<file path="config.mk">
export PLATFORM = sky130hd
export DESIGN_NAME = shift_sequencer_flat
export DESIGN_NICKNAME = d
export VERILOG_FILES = /design/src/rtl/shift_sequencer_if.sv /design/src/rtl/shift_sequencer.sv /design/src/flat_wrapper.sv
export SDC_FILE = /design/constraint.sdc
export NUM_CORES = 1
export LEC_CHECK = 0
export CORE_UTILIZATION = 41
export CTS_CLUSTER_DIAMETER = 100
export CTS_CLUSTER_SIZE = 28
export DETAILED_ROUTE_END_ITERATION = 16
export PLACE_DENSITY = 0.76
export REMOVE_ABC_BUFFERS = 1
export SYNTH_ARGS = -nofsm -noshare
export SYNTH_HDL_FRONTEND = slang
export SYNTH_SLANG_ARGS = --single-unit
</file>
<file path="constraint.sdc">
create_clock -name CLK -period 1.55 [get_ports CLK]
set_clock_uncertainty 0.05 [all_clocks]
set_input_delay 0.31 -clock CLK [delete_from_list [all_inputs] [get_ports CLK]]
set_output_delay 0.31 -clock CLK [all_outputs]
set_load 0.01 [all_outputs]
</file>
<file path="src/rtl/shift_sequencer_if.sv">
// Request/Shifter/result bundle for shift_sequencer.
// Carries ROT only when SHIFT_SEQ_ROTATE_EN is defined.
interface shift_sequencer_if #(
  parameter int WIDTH = 16,
  parameter int AMT_W = 4
);
  logic             START;
  logic [1:0]       OP;
  logic [AMT_W-1:0] AMT;
  logic [WIDTH-1:0] B_IN;
`ifdef SHIFT_SEQ_ROTATE_EN
  logic             ROT;
`endif
  logic [1:0]       S_SHF;
  logic [WIDTH-1:0] B;
  logic [WIDTH-1:0] H;
  logic             READY;
  logic             DONE;
  logic [WIDTH-1:0] RESULT;
  logic             C_OUT;
  logic             N_OUT;
  logic             Z_OUT;

  // master: requester plus the combinational Shifter returning H
  modport master (
`ifdef SHIFT_SEQ_ROTATE_EN
    output ROT,
`endif
    output START, OP, AMT, B_IN, H,
    input  S_SHF, B, READY, DONE, RESULT, C_OUT, N_OUT, Z_OUT
  );

  modport slave (
`ifdef SHIFT_SEQ_ROTATE_EN
    input  ROT,
`endif
    input  START, OP, AMT, B_IN, H,
    output S_SHF, B, READY, DONE, RESULT, C_OUT, N_OUT, Z_OUT
  );
endinterface

</file>
<file path="src/rtl/shift_sequencer.sv">
// Multi-cycle controller feeding a 1-bit-per-cycle Shifter, START/READY/DONE handshake.
// Optional rotate support (ROT input) is enabled by defining SHIFT_SEQ_ROTATE_EN.
module shift_sequencer #(
  parameter int WIDTH = 16,
  parameter int AMT_W = 4
) (
  input  logic            CLK,
  input  logic            RESET,
  shift_sequencer_if.slave bus
);

  typedef enum logic [1:0] {IDLE, SHIFT, FINISH} state_t;

  localparam logic [1:0] OP_PASS = 2'b00;
  localparam logic [1:0] OP_SHL  = 2'b01;
  localparam logic [1:0] OP_SHR  = 2'b10;

  state_t           state;
  logic [1:0]       op_q;
  logic [AMT_W-1:0] cnt;
  logic [WIDTH-1:0] work;
  logic [1:0]       s_shf;
  logic             ready;
  logic             done;
  logic [WIDTH-1:0] result;
  logic             c_out;
  logic             n_out;
  logic             z_out;
`ifdef SHIFT_SEQ_ROTATE_EN
  logic             rot_q;
`endif

  logic [WIDTH-1:0] next_work;
  logic             edge_bit;

  // NOTE: every always_comb output gets a default first so no path leaves it unassigned (no latch).
  always_comb begin
    next_work = bus.H;
    edge_bit  = (op_q == OP_SHL) ? work[WIDTH-1] : work[0];
`ifdef SHIFT_SEQ_ROTATE_EN
    if (rot_q && op_q == OP_SHL)
      next_work[0] = work[WIDTH-1];
    else if (rot_q && op_q == OP_SHR)
      next_work[WIDTH-1] = work[0];
`endif
  end

  // NOTE: sequential state uses non-blocking assignments only, so every register samples pre-edge values.
  always_ff @(posedge CLK or posedge RESET) begin
    if (RESET) begin
      state  <= IDLE;
      op_q   <= OP_PASS;
      cnt    <= '0;
      work   <= '0;
      s_shf  <= OP_PASS;
      ready  <= 1'b1;
      done   <= 1'b0;
      result <= '0;
      c_out  <= 1'b0;
      n_out  <= 1'b0;
      z_out  <= 1'b1;
`ifdef SHIFT_SEQ_ROTATE_EN
      rot_q  <= 1'b0;
`endif
    end else begin
      case (state)
        IDLE: begin
          if (bus.START) begin
            op_q  <= bus.OP;
            cnt   <= bus.AMT;
            work  <= bus.B_IN;
            ready <= 1'b0;
`ifdef SHIFT_SEQ_ROTATE_EN
            rot_q <= bus.ROT;
`endif
            if (bus.AMT == '0 || bus.OP == OP_PASS) begin
              state  <= FINISH;
              done   <= 1'b1;
              result <= bus.B_IN;
              c_out  <= 1'b0;
              n_out  <= bus.B_IN[WIDTH-1];
              z_out  <= (bus.B_IN == '0);
            end else begin
              state <= SHIFT;
              s_shf <= bus.OP;
            end
          end
        end

        SHIFT: begin
          work <= next_work;
          cnt  <= cnt - 1'b1;
          // Results are taken from the final shift's combinational values so they line up with DONE.
          if (cnt == AMT_W'(1)) begin
            state  <= FINISH;
            s_shf  <= OP_PASS;
            done   <= 1'b1;
            result <= next_work;
            c_out  <= edge_bit;
            n_out  <= next_work[WIDTH-1];
            z_out  <= (next_work == '0);
          end
        end

        FINISH: begin
          done  <= 1'b0;
          ready <= 1'b1;
          state <= IDLE;
        end

        default: state <= IDLE;
      endcase
    end
  end

  assign bus.B      = (state == SHIFT) ? work : bus.B_IN;
  assign bus.S_SHF  = s_shf;
  assign bus.READY  = ready;
  assign bus.DONE   = done;
  assign bus.RESULT = result;
  assign bus.C_OUT  = c_out;
  assign bus.N_OUT  = n_out;
  assign bus.Z_OUT  = z_out;

endmodule

</file>
<file path="src/flat_wrapper.sv">
// flat-port wrapper written by rule: the top's interface ports become plain ports
module shift_sequencer_flat 
#(
  parameter int WIDTH = 16,
  parameter int AMT_W = 4
)
  (CLK, RESET, bus_START, bus_OP, bus_AMT, bus_B_IN, bus_H, bus_S_SHF, bus_B, bus_READY, bus_DONE, bus_RESULT, bus_C_OUT, bus_N_OUT, bus_Z_OUT);
  shift_sequencer_if #(.WIDTH(WIDTH), .AMT_W(AMT_W)) bus_i ();
  input  logic CLK;
  input  logic RESET;
  input wire logic [$bits(bus_i.START)-1:0] bus_START;
  input wire logic [$bits(bus_i.OP)-1:0] bus_OP;
  input wire logic [$bits(bus_i.AMT)-1:0] bus_AMT;
  input wire logic [$bits(bus_i.B_IN)-1:0] bus_B_IN;
  input wire logic [$bits(bus_i.H)-1:0] bus_H;
  output wire logic [$bits(bus_i.S_SHF)-1:0] bus_S_SHF;
  output wire logic [$bits(bus_i.B)-1:0] bus_B;
  output wire logic [$bits(bus_i.READY)-1:0] bus_READY;
  output wire logic [$bits(bus_i.DONE)-1:0] bus_DONE;
  output wire logic [$bits(bus_i.RESULT)-1:0] bus_RESULT;
  output wire logic [$bits(bus_i.C_OUT)-1:0] bus_C_OUT;
  output wire logic [$bits(bus_i.N_OUT)-1:0] bus_N_OUT;
  output wire logic [$bits(bus_i.Z_OUT)-1:0] bus_Z_OUT;
  assign bus_i.START = bus_START;
  assign bus_i.OP = bus_OP;
  assign bus_i.AMT = bus_AMT;
  assign bus_i.B_IN = bus_B_IN;
  assign bus_i.H = bus_H;
  assign bus_S_SHF = bus_i.S_SHF;
  assign bus_B = bus_i.B;
  assign bus_READY = bus_i.READY;
  assign bus_DONE = bus_i.DONE;
  assign bus_RESULT = bus_i.RESULT;
  assign bus_C_OUT = bus_i.C_OUT;
  assign bus_N_OUT = bus_i.N_OUT;
  assign bus_Z_OUT = bus_i.Z_OUT;
  shift_sequencer #(.WIDTH(WIDTH), .AMT_W(AMT_W)) u_core (.CLK(CLK), .RESET(RESET), .bus(bus_i));
endmodule
</file>
; ---- Word level (Yosys, flattened, before mapping)
; Index checks and enable logic that the tools add are counted.
[totals]
register_bits = 47
latchBits = 0
rom_bits = 0
word_cells = 72
ramBits = 0
output_inout_bits = 39
input_bits = 41
n_memories = 0
[op_classes]
addsub = 1
n_eq_ne = 8
n_mux = 36
order_cmp = 0
shifts = 0
multipliers = 0
n_div = 0
n_reduce_logical = 16
bitwise_logic = 0
[op_table]
columns = cell, n
row1 = 16-bit 2-to-1 mux, 5
row2 = 16-bit case mux with 2 select lines, 2
row3 = 16-bit zero test, 2
row4 = 1-bit 2-to-1 mux, 14
row5 = 2-bit 2-to-1 mux, 6
row6 = 4-bit AND reduction, 3
row7 = 1-bit case mux with 2 select lines, 4
row8 = 2-bit case mux with 2 select lines, 2
row9 = 4-bit case mux with 2 select lines, 1
row10 = 2-bit AND reduction, 4
row11 = 2-bit by 1-bit equality test with 1-bit output (second input constant), 2
row12 = 4-bit by 1-bit equality test with 1-bit output (second input constant), 1
row13 = 2-bit zero test, 2
row14 = 4-bit zero test, 1
row15 = 4-bit 2-to-1 mux, 1
row16 = 2-bit by 1-bit != test with 1-bit output (second input constant), 2
row17 = 2-bit != test (second input constant), 2
row18 = 2-bit nonzero test, 2
row19 = 4-bit by 1-bit subtractor with 4-bit output (second input constant), 1
row20 = 1-bit case mux with 3 select lines, 1
row21 = 3-bit nonzero test, 1
row22 = 2-bit equality test (second input constant), 1
row23 = 1-bit logical OR, 1

; ---- Longest topological paths before layout
[depth]
word_depth = 5
depth_mapped = 7
ltp_nobuf = 6

; ---- Worst setup path after synthesis
; OpenSTA, ideal clock, no wires.
[synth_timing]
path_kind = register to output
start = register u_core.state[1]
end = output bus_B[10]
setup_slack_ns = -0.042
t_arrival_ns = 1.232
stages_incl_launch_ff = 5
t_required_ns = 1.190
cell_sequence = dfrtp_1 -> inv_1 -> nand2_2 -> buf_2 -> mux2_2
[synth_via]
elab_chain_len = 2
[synth_lines]
columns = element, line
row1 = "start, declared", shift_sequencer.sv:18  ; state_t state;
row2 = "start signal, assigned", shift_sequencer.sv:51  ; state <= IDLE;
row3 = "start signal, assigned", shift_sequencer.sv:77  ; state <= FINISH;
row4 = "start signal, assigned", shift_sequencer.sv:84  ; state <= SHIFT;
row5 = 2-bit by 1-bit equality test with 1-bit output, shift_sequencer.sv:116  ; assign bus.B = (state == SHIFT) ? work : bus.B_IN;
row6 = 16-bit 2-to-1 mux, shift_sequencer.sv:116
row7 = "end, declared", flat_wrapper.sv:17  ; output wire logic [$bits(bus_i.B)-1:0] bus_B;
; Every way passes these cells.

; ---- Final worst setup path
[layout_timing]
start = register u_core.state[1]
end = output bus_B[14]
; The elaborated chain is that of the path after synthesis.

==> results.toml <==
[worst_setup_path]
cp_cell_sequence = "inv_2 -> nand2_4 -> buf_12 -> mux2_4 -> buf_6"
cp-end-kind = "output port"
cp.buffers_inverters = 3
cp.required_ns = 1.19
worstPathMaxFanout = 6
crit_type = "reg -> out"
cp-endpoint = "bus_B[14]"
cpPeakStageDelay_ns = 0.41
arrival_ns = 1.51
ff2ff_path_depth = 6
start_kind = "flip-flop"
crit_path_top_delay_cell = "dfrtp_1"
path_depth = 5
r2r-start = "u_core.cnt[1]"
crit_family = "flip-flops"
startpoint = "u_core.state[1]"
rr_endpoint = "u_core.bus.C_OUT"
reg2reg_slack_ns = -0.24

[floorplanning]
rows = 27
die_w_um = 77.3
start_util = 0.425
ios = 80
coreArea_um2 = 5470
chipHeight_um = 77.3
die_area_um2 = 5980

[global_route]
grt_use_total = 0.254
grt_max_degree = 47
overflow = 0
antenna_found_initial = 0
grt_pass1_wl_um = 11700
grt_pass1_vias = 2402

[detailed_routing]
wl_met3_um = 511
drc = 0
m1WireLength_um = 3530
top_layer_used = "met4"
drtIter0Drc = 125
via_count = 2484
drt_first_pass_iters = 4
drt-wirelength-per-cell_um = 20.6
via_per_inst = 5.59
met2_wirelength_um = 4900
wl_um = 9130
ant_nets = 0

[sta]
final.period_utilization = 1.21
drv_slew = 0
fin_ws_ns = -0.325
hold_violations = 0
slew_headroom = 0.609
setup_viol = 60
worst_pin_slew_ns = 0.581
fmax_ghz = 0.533
finalCriticalPeriod_ns = 1.87
rsz0062_at_grt = "yes"

[logic_synthesis]
synth.area.top_cells = "dfrtp_1 (47%), mux2_2 (9.2%), mux2i_1 (7.3%)"
async_flop_share = 1.00
synth.distinct_cells = 32
netlist_area_um2 = 2330
ys.flop_type = "dfrtp_1"
synth_commonest_cells = "dfrtp_1 (44), nor2_1 (26), o21ai_0 (22)"
ys_seq_elements = 46
synth_top_cell_area_share = 0.473
synth_cells = 224
synth_edf_count = 0
yosys_warnings = 0
synth-seq-area-share = 0.496
synth_area_per_cell_um2 = 10.4
yosysMostFrequentCell = "dfrtp_1"
post-synth-top-area-cell = "dfrtp_1"

[power_and_ir_drop]
power.total_mw = 9.19
leakagePower_nw = 2.00
p_per_area_nw_per_um2 = 2060
ir_drop_uv = 1060

[placement]
gp_congestion = 0.839
place_area_um2 = 3530
port_buffers = 79
hpwl_um = 4400

[clock_tree]
clock_path_buffers = 2
clock_latency_ns = 0.30
cts.sinks = 46
htree_levels = 2
clockRootBuffer = "clkbuf_8"
numCtsBuffers = 5
clk_pin_slew_ns = 0.10
cts_tree = "yes"

[run_status]
status = "finished, violations left"
violations = "negative setup slack"

[flow_run]
drv_cap = 0

[cells_and_area]
final_nets = 414
final_layout_size_suffix_gt1_frac = 0.478
area_delta_synth_final_pct = 92.0
antennaDiodeCount = 0
fin_area_um2 = 4470

[hold_path]
hold_path.class = "in -> async"
==> how the worst min path moves through the flow <==
stage / startpoint / end / slack, ns / cells past startpoint
finish: RESET / u_core.state[1] / 0.32 / 3
global route: RESET / u_core.work[1] / 0.37 / 3
CTS: RESET / u_core.cnt[0] / 0.32 / 3
detailed placement: u_core.work[14] / u_core.work[14] / 0.41 / 2
global placement: u_core.work[14] / u_core.work[14] / 0.41 / 2
floorplan: u_core.work[10] / u_core.work[10] / 0.40 / 2
==> timing repair <==
item                                    CTS  global route
setup buffers                            11             9
endpoints found under the setup margin   61            62
gates cloned                              6             8
hold buffers                              0             0
pin swaps                                 5             4
gates resized for setup                 149            77
==> routing by layer <==
metal | track usage | up-vias
li1 | - | 1089
met1 | 0.312 | 1270
met2 | 0.433 | 103
met3 | 0.0643 | 22
met4 | 0.0792 | 0
met5 | 0 | -
==> through the flow <==
| stage | std cells | hold WS, ns | setup TNS, ns | util | setup WS, ns |
|---|---|---|---|---|---|
| after CTS | 432 | 0.323 | -8.36 | 0.746 | -0.276 |
| final | 444 | 0.319 | -10.68 | 0.816 | -0.325 |
| after global routing | 444 | 0.365 | -13.10 | 0.816 | -0.350 |
| after global placement | 408 | 0.412 | -14.66 | 0.645 | -0.372 |
| after floorplan | 211 | 0.396 | -37.96 | - | -1.45 |
| after detailed placement | 408 | 0.414 | -16.15 | 0.645 | -0.449 |
==> sequential cells by signal, indices dropped and copies added, names as in the netlist <==
register	count
u_core.bus.C_OUT	1
u_core.bus.DONE	1
u_core.bus.READY	1
u_core.bus.RESULT	16
u_core.bus.S_SHF	2
u_core.bus.Z_OUT	1
u_core.cnt	4
u_core.op_q	2
u_core.state	2
u_core.work	16
==> layout by cell type (no fill, tap or decap), drive strengths merged <==
master         netlist  routed
bufinv               0       2
o22a                 3       3
o21ai               22      22
nand3                4       4
clkbuf               1      11
nor2                26      26
nor2b                1       1
or4                  1       1
dlygate4sd2          0      23
nor3                 2       2
nor4                 8       8
o21bai               1       1
clkdlybuf4s50        0      38
nand2b               1       1
mux2i               17      17
a31oi                2       2
buf                 12      84
nor3b                1       1
inv                  7       7
or3                  1       1
bufbuf               0       1
ha                   2       2
a41oi                1       1
and3                 1       1
nand2               22      22
a221o                1       1
dfrtp               44      44
dlymetal6s2s         0       2
dfstp                2       2
a21oi               22      22
mux2                19      19
==> area by class of cell <==
class | instances | area, um2
Inverter | 7 | 26.3
Clock inverter | 2 | 60.1
Multi-Input combinational cell | 158 | 1390
Sequential cell | 46 | 1150
Fill cell | 296 | 1010
Timing Repair Buffer | 153 | 1660
Clock buffer | 6 | 82.6
Tap cell | 72 | 90.1
==> power by group <==
part	internal (mW)	total (mW)	switching (mW)
logic	3.29	5.83	2.54
clock network	0.688	1.11	0.418
registers	1.81	2.25	0.439
total	5.78	9.19	3.40
==> logic make-up (layout without fill, tap and decap cells) <==
kind of cell             Yosys count  count (layout)  synth area share
flip-flops                        46              46             0.496
adder cells (fa/ha/maj)            2               2            0.0108
AO/OA/AOI/OAI                     52              52             0.147
buffers and inverters             20             168            0.0484
multiplexers                      36              36             0.165
AND/OR/NAND/NOR                   68              68             0.133
==> tightest hold or removal path, delay by kind of cell <==
family	cells	cell delay, ns
buffers and inverters	3	0.73
Note: power is estimated with default switching activity, not from simulation.
